### src/rtl/axi_lite_slave_regfile_pkg.sv
// Shared types and constants for the AXI4-Lite slave register file.
package axi_lite_slave_regfile_pkg;

   localparam int unsigned DATA_W = 32;
   localparam int unsigned STRB_W = DATA_W / 8;

   localparam logic [1:0] RESP_OKAY   = 2'b00;
   localparam logic [1:0] RESP_SLVERR = 2'b10;

   typedef enum logic [2:0] {
      WR_RST    = 3'd0,
      WR_IDLE   = 3'd1,
      WR_WAIT_W = 3'd2,
      WR_WAIT_A = 3'd3,
      WR_RESP   = 3'd4
   } wr_state_e;

   typedef enum logic [2:0] {
      RD_RST  = 3'd0,
      RD_IDLE = 3'd1,
      RD_DATA = 3'd2
   } rd_state_e;

   typedef struct packed {
      logic [DATA_W-1:0] data;
      logic [STRB_W-1:0] strb;
   } wbeat_t;

   function automatic logic [1:0] resp_of(input logic ok);
      return ok ? RESP_OKAY : RESP_SLVERR;
   endfunction

endpackage

### src/rtl/axi_lite_reg_array.sv
// NUM x DW register storage with a byte-strobed write port, combinational read mux
// and a flattened export of every register.
module axi_lite_reg_array #(
   parameter int unsigned   NUM         = 16,
   parameter int unsigned   DW          = 32,
   parameter int unsigned   IW          = 4,
   parameter logic [DW-1:0] RESET_VALUE = '0
) (
   input  logic              i_clk,
   input  logic              i_rst,
   input  logic              i_wr_en,
   input  logic [IW-1:0]     i_wr_idx,
   input  logic [DW-1:0]     i_wr_data,
   input  logic [DW/8-1:0]   i_wr_strb,
   input  logic [IW-1:0]     i_rd_idx,
   output logic [DW-1:0]     o_rd_data_c,
   output logic [NUM*DW-1:0] o_regs
);

   localparam int unsigned SW = DW / 8;

   logic [DW-1:0] w_regs [NUM];

   for (genvar g = 0; g < NUM; g++) begin : g_reg
      logic [DW-1:0] r_q;

      always_ff @(posedge i_clk) begin
         if (i_rst) begin
            r_q <= RESET_VALUE;
         end else if (i_wr_en && (i_wr_idx == IW'(g))) begin
            for (int unsigned b = 0; b < SW; b++) begin
               if (i_wr_strb[b]) r_q[8*b +: 8] <= i_wr_data[8*b +: 8];
            end
         end
      end

      assign w_regs[g]              = r_q;
      assign o_regs[g*DW +: DW]     = r_q;
   end

   assign o_rd_data_c = w_regs[i_rd_idx];

endmodule

### src/rtl/axi_lite_slave_regfile.sv
// AXI4-Lite slave register file: independent write/read FSMs in front of a
// byte-strobed register array that is exported flat to user logic.
module axi_lite_slave_regfile
   import axi_lite_slave_regfile_pkg::*;
#(
   parameter int unsigned C_S_AXI_ADDR_WIDTH = 32,
   parameter int unsigned C_S_AXI_DATA_WIDTH = 32,
   parameter int unsigned C_NUM_REGS         = 16,
   parameter logic [31:0] C_RESET_VALUE      = 32'h0
) (
   input  logic                                     S_AXI_ACLK,
   input  logic                                     S_AXI_ARESET,
   input  logic [C_S_AXI_ADDR_WIDTH-1:0]            S_AXI_AWADDR,
   input  logic [2:0]                               S_AXI_AWPROT,
   input  logic                                     S_AXI_AWVALID,
   output logic                                     S_AXI_AWREADY,
   input  logic [C_S_AXI_DATA_WIDTH-1:0]            S_AXI_WDATA,
   input  logic [C_S_AXI_DATA_WIDTH/8-1:0]          S_AXI_WSTRB,
   input  logic                                     S_AXI_WVALID,
   output logic                                     S_AXI_WREADY,
   output logic [1:0]                               S_AXI_BRESP,
   output logic                                     S_AXI_BVALID,
   input  logic                                     S_AXI_BREADY,
   input  logic [C_S_AXI_ADDR_WIDTH-1:0]            S_AXI_ARADDR,
   input  logic [2:0]                               S_AXI_ARPROT,
   input  logic                                     S_AXI_ARVALID,
   output logic                                     S_AXI_ARREADY,
   output logic [C_S_AXI_DATA_WIDTH-1:0]            S_AXI_RDATA,
   output logic [1:0]                               S_AXI_RRESP,
   output logic                                     S_AXI_RVALID,
   input  logic                                     S_AXI_RREADY,
   output logic [C_NUM_REGS*C_S_AXI_DATA_WIDTH-1:0] regOut,
   output logic [C_NUM_REGS-1:0]                    regWrPulse
);

   localparam int unsigned AW = C_S_AXI_ADDR_WIDTH;
   localparam int unsigned DW = C_S_AXI_DATA_WIDTH;
   localparam int unsigned IW = $clog2(C_NUM_REGS);

   function automatic logic addr_in_range(input logic [AW-1:0] a);
      return a[AW-1:IW+2] == '0;
   endfunction

   wr_state_e            r_wr_state, w_wr_next;
   logic                 r_awready, r_wready, r_bvalid;
   logic [1:0]           r_bresp;
   logic [C_NUM_REGS-1:0] r_wr_pulse;
   logic [AW-1:0]        r_aw_addr;
   wbeat_t               r_w;
   logic                 w_commit, w_lat_aw, w_lat_w, w_wr_en;
   logic [AW-1:0]        w_cmt_addr;
   wbeat_t               w_cmt_w;

   rd_state_e            r_rd_state, w_rd_next;
   logic                 r_arready, r_rvalid;
   logic [DW-1:0]        r_rdata;
   logic [1:0]           r_rresp;
   logic                 w_ar_hs, w_rd_ok;
   logic [DW-1:0]        w_rd_data_c;

   // Write FSM: AW and W may arrive in either order; commit on the later handshake.
   always_comb begin
      w_wr_next     = r_wr_state;
      w_commit      = 1'b0;
      w_lat_aw      = 1'b0;
      w_lat_w       = 1'b0;
      w_cmt_addr    = S_AXI_AWADDR;
      w_cmt_w.data  = S_AXI_WDATA;
      w_cmt_w.strb  = S_AXI_WSTRB;
      case (r_wr_state)
         WR_RST:  w_wr_next = WR_IDLE;
         WR_IDLE: begin
            if (S_AXI_AWVALID && S_AXI_WVALID) begin
               w_commit  = 1'b1;
               w_wr_next = WR_RESP;
            end else if (S_AXI_AWVALID) begin
               w_lat_aw  = 1'b1;
               w_wr_next = WR_WAIT_W;
            end else if (S_AXI_WVALID) begin
               w_lat_w   = 1'b1;
               w_wr_next = WR_WAIT_A;
            end
         end
         WR_WAIT_W: begin
            w_cmt_addr = r_aw_addr;
            if (S_AXI_WVALID) begin
               w_commit  = 1'b1;
               w_wr_next = WR_RESP;
            end
         end
         WR_WAIT_A: begin
            w_cmt_w = r_w;
            if (S_AXI_AWVALID) begin
               w_commit  = 1'b1;
               w_wr_next = WR_RESP;
            end
         end
         WR_RESP: if (S_AXI_BREADY) w_wr_next = WR_IDLE;
         default: w_wr_next = WR_RST;
      endcase
   end

   assign w_wr_en = w_commit && addr_in_range(w_cmt_addr);

   always_ff @(posedge S_AXI_ACLK) begin
      if (S_AXI_ARESET) r_wr_state <= WR_RST;
      else              r_wr_state <= w_wr_next;
   end

   // Handshake outputs are registered from the next state so they track it exactly.
   always_ff @(posedge S_AXI_ACLK) begin
      if (S_AXI_ARESET) begin
         r_awready  <= 1'b0;
         r_wready   <= 1'b0;
         r_bvalid   <= 1'b0;
         r_bresp    <= RESP_OKAY;
         r_wr_pulse <= '0;
         r_aw_addr  <= '0;
         r_w        <= '0;
      end else begin
         r_awready  <= (w_wr_next == WR_IDLE) || (w_wr_next == WR_WAIT_A);
         r_wready   <= (w_wr_next == WR_IDLE) || (w_wr_next == WR_WAIT_W);
         r_bvalid   <= (w_wr_next == WR_RESP);
         r_wr_pulse <= '0;
         if (w_wr_en)  r_wr_pulse[w_cmt_addr[IW+1:2]] <= 1'b1;
         if (w_commit) r_bresp <= resp_of(w_wr_en);
         if (w_lat_aw) r_aw_addr <= S_AXI_AWADDR;
         if (w_lat_w) begin
            r_w.data <= S_AXI_WDATA;
            r_w.strb <= S_AXI_WSTRB;
         end
      end
   end

   // Read FSM: capture on AR handshake, hold until RREADY.
   always_comb begin
      w_rd_next = r_rd_state;
      w_ar_hs   = 1'b0;
      case (r_rd_state)
         RD_RST:  w_rd_next = RD_IDLE;
         RD_IDLE: begin
            if (S_AXI_ARVALID) begin
               w_ar_hs   = 1'b1;
               w_rd_next = RD_DATA;
            end
         end
         RD_DATA: if (S_AXI_RREADY) w_rd_next = RD_IDLE;
         default: w_rd_next = RD_RST;
      endcase
   end

   assign w_rd_ok = addr_in_range(S_AXI_ARADDR);

   always_ff @(posedge S_AXI_ACLK) begin
      if (S_AXI_ARESET) r_rd_state <= RD_RST;
      else              r_rd_state <= w_rd_next;
   end

   // Array reads see the pre-write value when a commit lands on the same edge.
   always_ff @(posedge S_AXI_ACLK) begin
      if (S_AXI_ARESET) begin
         r_arready <= 1'b0;
         r_rvalid  <= 1'b0;
         r_rdata   <= '0;
         r_rresp   <= RESP_OKAY;
      end else begin
         r_arready <= (w_rd_next == RD_IDLE);
         r_rvalid  <= (w_rd_next == RD_DATA);
         if (w_ar_hs) begin
            r_rdata <= w_rd_ok ? w_rd_data_c : '0;
            r_rresp <= resp_of(w_rd_ok);
         end
      end
   end

   axi_lite_reg_array #(
      .NUM         (C_NUM_REGS),
      .DW          (DW),
      .IW          (IW),
      .RESET_VALUE (C_RESET_VALUE)
   ) u_regs (
      .i_clk       (S_AXI_ACLK),
      .i_rst       (S_AXI_ARESET),
      .i_wr_en     (w_wr_en),
      .i_wr_idx    (w_cmt_addr[IW+1:2]),
      .i_wr_data   (w_cmt_w.data),
      .i_wr_strb   (w_cmt_w.strb),
      .i_rd_idx    (S_AXI_ARADDR[IW+1:2]),
      .o_rd_data_c (w_rd_data_c),
      .o_regs      (regOut)
   );

   assign S_AXI_AWREADY = r_awready;
   assign S_AXI_WREADY  = r_wready;
   assign S_AXI_BVALID  = r_bvalid;
   assign S_AXI_BRESP   = r_bresp;
   assign S_AXI_ARREADY = r_arready;
   assign S_AXI_RVALID  = r_rvalid;
   assign S_AXI_RDATA   = r_rdata;
   assign S_AXI_RRESP   = r_rresp;
   assign regWrPulse    = r_wr_pulse;

   logic w_unused;
   assign w_unused = ^{S_AXI_AWPROT, S_AXI_ARPROT, S_AXI_ARADDR[1:0], w_cmt_addr[1:0]};

endmodule

### config.mk
export PLATFORM = sky130hd
export DESIGN_NAME = axi_lite_slave_regfile
export DESIGN_NICKNAME = d
export VERILOG_FILES = /design/src/rtl/axi_lite_slave_regfile_pkg.sv /design/src/rtl/axi_lite_reg_array.sv /design/src/rtl/axi_lite_slave_regfile.sv
export SDC_FILE = /design/constraint.sdc
export NUM_CORES = 1
export LEC_CHECK = 0
export BUFFER_PORTS_ARGS = -buffer_cell sky130_fd_sc_hd__buf_4
export CAP_MARGIN = 40
export CORE_AREA = 8 8 276 278
export DETAILED_ROUTE_END_ITERATION = 12
export DIE_AREA = 0 0 284 286
export PLACE_DENSITY = 0.65
export SYNTH_ARGS = -nofsm -noshare
export SYNTH_HDL_FRONTEND = slang
export SYNTH_HIERARCHICAL = 1
export SYNTH_SLANG_ARGS = --single-unit
### constraint.sdc
create_clock -name S_AXI_ACLK -period 5.4 [get_ports S_AXI_ACLK]
set_input_delay 0.81 -clock S_AXI_ACLK [delete_from_list [all_inputs] [get_ports S_AXI_ACLK]]
set_output_delay 0.81 -clock S_AXI_ACLK [all_outputs]
set_load 0.02 [all_outputs]
---- Yosys cells after proc, flatten, opt, wreduce, memory -nomap -nowiden ----
Cells that the tools add are included.
cells by class
  eq/ne operators ......................... 27
  bitwise operators ....................... 2
  mux-type cells .......................... 31
  reductions and logical operators ........ 91
  magnitude comparators ................... 3
operators with widths
  operator              count
  $bmux W32 S4          1
  $mux W32              4
  $reduce_and A2 Y1     64
  $logic_not A26 Y1     2
  $mux W36              1
  $eq A4 B4 Y1 const B  8
  $mux W3               8
  $logic_and A1 B1 Y1   19
  $eq A3 B2 Y1 const B  6
  $eq A4 B3 Y1 const B  4
  $pmux W3 S5           1
  $eq A3 B1 Y1 const B  4
  $mux W1               11
  $pmux W3 S3           1
  $eq A4 B2 Y1 const B  2
  $eq A3 B3 Y1 const B  2
  $logic_not A3 Y1      2
  $ge A5 B5 Y1 const B  1
  $lt A4 B5 Y1 const B  1
  $not A4 Y5            1
  $demux W1 S4          1
  $eq A4 B1 Y1 const B  1
  $ge A4 B1 Y1 const B  1
  $logic_not A4 Y1      1
  other kinds (5)       7
storage, ports and cells
  output and inout port bits .............. 569
  register bits ........................... 643
  bits of input ports ..................... 113
  logic and storage cells ................. 232

---- Longest topological paths before layout ----
  depth in word-level cells ............... 6
  mapped depth ............................ 13
  depth with buffers taken out ............ 7

---- By module ----
Netlist, hierarchy kept.
by module, submodules not included
  module                  sequential area each (um^2)  cells each  instances  area each (um^2)
  axi_lite_reg_array      10,249.8                     2,694       1          23,392.4
  axi_lite_slave_regfile  2,542.4                      514         1          5,034.8

---- Worst setup path before layout ----
OpenSTA, ideal clock, no wires.
  path type ............................... in2reg
  start ................................... input port S_AXI_AWADDR[20]
  end ..................................... register u_regs.g_reg[0].r_q[0]
  setup time .............................. 0.132 ns
  buffers on the path ..................... 4
  stages .................................. 11
  setup slack ............................. 2.415 ns
  required time ........................... 5.268 ns
  arrival ................................. 2.853 ns
  path through ............................ nor4_1 > nand4b_1 > o22a_1 > buf_6 > buf_6 > nor2_1 > or4b_1 > buf_4 > buf_6 > o21ai_0 > a21oi_1
on the way
  cells in the longest elaborated chain, start to end .. 5
RTL lines
  element                        RTL line                       source
  start, declared                axi_lite_slave_regfile.sv:13   input logic [C_S_AXI_ADDR_WIDTH-1:0] S_AXI_AWADDR,
  $mux W32                       axi_lite_slave_regfile.sv:70   case (r_wr_state)
  $logic_not A26 Y1              axi_lite_slave_regfile.sv:41   return a[AW-1:IW+2] == '0;
  $logic_and A1 B1 Y1            axi_lite_slave_regfile.sv:103  assign w_wr_en = w_commit && addr_in_range(w_cmt_addr);
  net w_wr_en                    axi_lite_slave_regfile.sv:50   logic w_commit, w_lat_aw, w_lat_w, w_wr_en;
  $logic_and A1 B1 Y1            axi_lite_reg_array.sv:30       end else if (i_wr_en && (i_wr_idx == IW'(g))) begin
  $reduce_and A2 Y1 (no line)    -
  end signal, assigned by index  axi_lite_reg_array.sv:32       if (i_wr_strb[b]) r_q[8*b +: 8] <= i_wr_data[8*b +: 8];
  end, declared                  axi_lite_reg_array.sv:25       logic [DW-1:0] r_q;
The timed path passes the listed nets, and every way through them passes these cells.
A chain may end at the register's enable or synchronous reset.

---- Worst setup path in the final report ----
  start ................................... register r_wr_state[1]
  end ..................................... register u_regs.g_reg[8].r_q[11]
on the way
  cells in the longest elaborated chain, start to end .. 6
  elaborated cells between the ends (all ways) .. 11
  those cells by class .................... eq/ne: 4; mux: 3; reduce/logical: 4
RTL lines
  element                          RTL line                       source
  start, declared                  axi_lite_slave_regfile.sv:44   wr_state_e r_wr_state, w_wr_next;
  start signal, assigned           axi_lite_slave_regfile.sv:107  else r_wr_state <= w_wr_next;
  $eq A3 B2 Y1                     axi_lite_slave_regfile.sv:70
  $mux W32                         axi_lite_slave_regfile.sv:70
  $logic_not A26 Y1                axi_lite_slave_regfile.sv:41
  $logic_and A1 B1 Y1 (*)          axi_lite_slave_regfile.sv:103
  net w_wr_en                      axi_lite_slave_regfile.sv:50
  $logic_and A1 B1 Y1 (*)          axi_lite_reg_array.sv:30
  $reduce_and A2 Y1 (no line) (*)  -
  end signal, assigned by index    axi_lite_reg_array.sv:32
  end, declared                    axi_lite_reg_array.sv:25
The timed path passes the listed nets; every way through them passes the cells marked *.

==> qor.yml <==
status: "complete, no violations"
fin_crit_sh_pct: 73.4
crit_slowest_cell: "and4bb_4"
synth_edf_count: 0
hold_depth: 3
end_kind: "flip-flop"
p_per_area_nw_per_um2: 295
critPathTopFamily: "simple AND/OR/NAND/NOR gates"
grtUsageTotal_pct: 31.0
die_h_um: 286
setup_viol: 0
syn-cell-area_um2: 28400
fin_area_um2: 36100
first_pass_iters: 6
slew_headroom_pct: 18.9
clk-insertion-delay-late_ns: 0.64
ant_nets: 0
avgSynthCellArea_um2: 8.86
maxSlewViolCount: 0
ff2ff_setup_slack_ns: 1.44
rows: 99
htree_levels: 3
power.total_mw: 10.7
leakage_nw: 13.2
grt-ovfl-total: 0
cp_num_buf_inv: 2
hold_ws_ns: 0.430
fin_tns_setup_ns: 0
synth_largest_area_cell: "dfxtp_1"
cp.depth: 9
reg2regPathDepth: 9
via_per_inst: 6.24
wl_per_cell_um: 29.1
start_kind: "flip-flop"
hp-start: "S_AXI_BREADY"
drt_iter0_drc: 3780
slowest_delay_ns: 0.80
grt_start_max_net_pins: 207
syn2layout_area_growth_pct: 27.2
ys_ff_latch: 639
fin_nets: 3711
place_hpwl_um: 89500
yosysWarnings: 6
final_core_util_pct: 50.1
critical_path_class: "reg -> reg"
postCtsSetupBuffers: 0
yosysMostFrequentCell: "dfxtp_1"
core_area_um2: 72100
async_flop_share_pct: 0
path_cells: "nor3b_4 > nand4_1 > o22a_1 > nor2_1 > buf_4 > and4bb_4 > buf_4 > nand3_1 > a21oi_1"
cts_buffers: 73
cp.arrival_ns: 4.51
wl_um: 134000
timing.fmax_mhz: 252
ctsRootBufferMaster: "clkbuf_16"
hold_buffers: 0
synthFlopType: "dfxtp_1"
startpoint: "r_wr_state[1]"
syn_inst: 3208
cts.clk_slew.worst_paths_ns: 0.06
via_count: 28800
antenna_found_initial: 4
r2r-start: "r_wr_state[1]"
synth.area.top_cells: "dfxtp_1 (45%), mux4_2 (10%), a21oi_1 (9.7%), nand3_1 (9.0%), o21ai_0 (8.7%)"
synth.top_cell.area_share_pct: 45.0
drive_gt1_share_pct: 28.9
clock_sinks: 639
hold_viol: 0
grt_pass1_wl_um: 194000
worst-path-max-fanout: 39
min_period_ns: 3.96
synth_cell_types: 50
r2r_end: "u_regs/g_reg[8].r_q[11]"
grt_pass1_vias: 26800
crit_top_cell: "buf_4"
yosysSeqAreaShare_pct: 45.0
placed_cell_area_um2: 33700
gp_congestion: 0.904
yosys-top-cells-count: "dfxtp_1 (639), a21oi_1 (552), nand3_1 (514)"
hold_end: "S_AXI_WREADY"
io-pin-count: 682
fin_worst_skew_ns: 0.0479
cts_tree: "done"
cap_viol_max_count: 0
tightest_slew_ns: 1.22
cp.required_ns: 5.95
rsz0062_at_grt: "no"
io_buffers: 669
ctsLongestPathBuffers: 3
die-area_um2: 81200
cts_resized: 0
drc: 0
ir_drop_uv: 242
initial_utilization_pct: 39.4
min_path_type: "in -> reg"
die_w_um: 284
report_power, final:
group	internal [mW]	leakage [nW]	total (mW)	switching, mW
combinational	0.205	6.87	0.807	0.602
sequential	4.74	5.15	4.76	0.0174
clock	2.91	1.20	5.09	2.18
total	7.86	13.2	10.7	2.80
through the flow:
| step | cells | worst slack, ns |
|---|---|---|
| 4_1_cts | 4613 | 1.54 |
| 6_report | 4617 | 1.44 |
| 5_1_grt | 4616 | 1.19 |
| 3_3_place_gp | 4472 | 1.48 |
| 2_1_floorplan | 3210 | 2.41 |
| 3_5_place_dp | 4482 | 1.45 |
routing by layer:
layer / global-route usage (%) / routed length (um) / vias to the layer above
met5: 0 / 0 / -
met4: 17.2 / 7880 / 0
met3: 8.25 / 14000 / 339
met2: 50.0 / 63400 / 1803
met1: 37.7 / 48900 / 14100
li1: - / - / 12500
state kept, by name (all words and copies together) (netlist names), 3 cells and up:
name	cells
r_w	36
r_aw_addr	30
S_AXI_RDATA	32
r_wr_state	3
u_regs/g.r_q	512
regWrPulse	16
r_rd_state	3
worst max-delay path by stage:
stage / end / slack [ns]
after floorplan: u_regs/g_reg[0].r_q[0] / 2.41
after global routing: u_regs/g_reg[8].r_q[12] / 1.19
after CTS: u_regs/g_reg[4].r_q[13] / 1.54
final: u_regs/g_reg[8].r_q[11] / 1.44
after global placement: u_regs/g_reg[12].r_q[20] / 1.48
after detailed placement: u_regs/g_reg[4].r_q[13] / 1.45
cells by family after synthesis:
family,Yosys count,share of synthesized area [%]
other,1,0.0132
xor gates and xnor gates,1,0.0308
AOI/OAI and AO/OA,1174,21.8
adders and majority gates,1,0.0352
muxes,199,12.8
DFF,639,45.0
and+or+nand+nor,766,13.6
buffers and inverters,427,6.76
cells in the final DEF (no fill, tap or decap), drive strengths merged, types with 3 or more instances in the layout:
cell type,synthesis,final
nand4b,4,4
and4bb,3,3
and4b,3,3
mux2i,33,33
dfxtp,639,639
o21ai,514,514
nand4bb,3,3
inv,4,13
buf,174,735
nor4,21,21
a21oi,552,552
clkbuf,248,106
o2111ai,4,4
nand3,515,515
nor3,20,20
bufinv,0,3
nor2b,7,7
nand4,5,5
clkinv,1,13
and2,5,5
nor2,44,44
a22o,32,32
mux4,128,128
a22oi,65,65
nand2b,5,5
nand2,116,116
mux2,38,38
nor3b,4,4
diode,0,4
conb,1,3
final cells by class:
| cell class | instances | area, um^2 |
|---|---|---|
| antenna | 4 | 10.0 |
| clock buffer | 106 | 2120 |
| fill | 6790 | 35900 |
| sequential | 639 | 12800 |
| inverter | 5 | 18.8 |
| clock inverter | 25 | 305 |
| multi-input combinational | 2144 | 13900 |
| timing repair buffer | 735 | 5790 |
| tap | 959 | 1200 |
tightest hold or removal path, stage by stage:
cell and delay (ns):
buf_4 0.09, a21oi_1 0.05, nor2_1 0.07
Note: power is estimated with default switching activity, not from simulation.
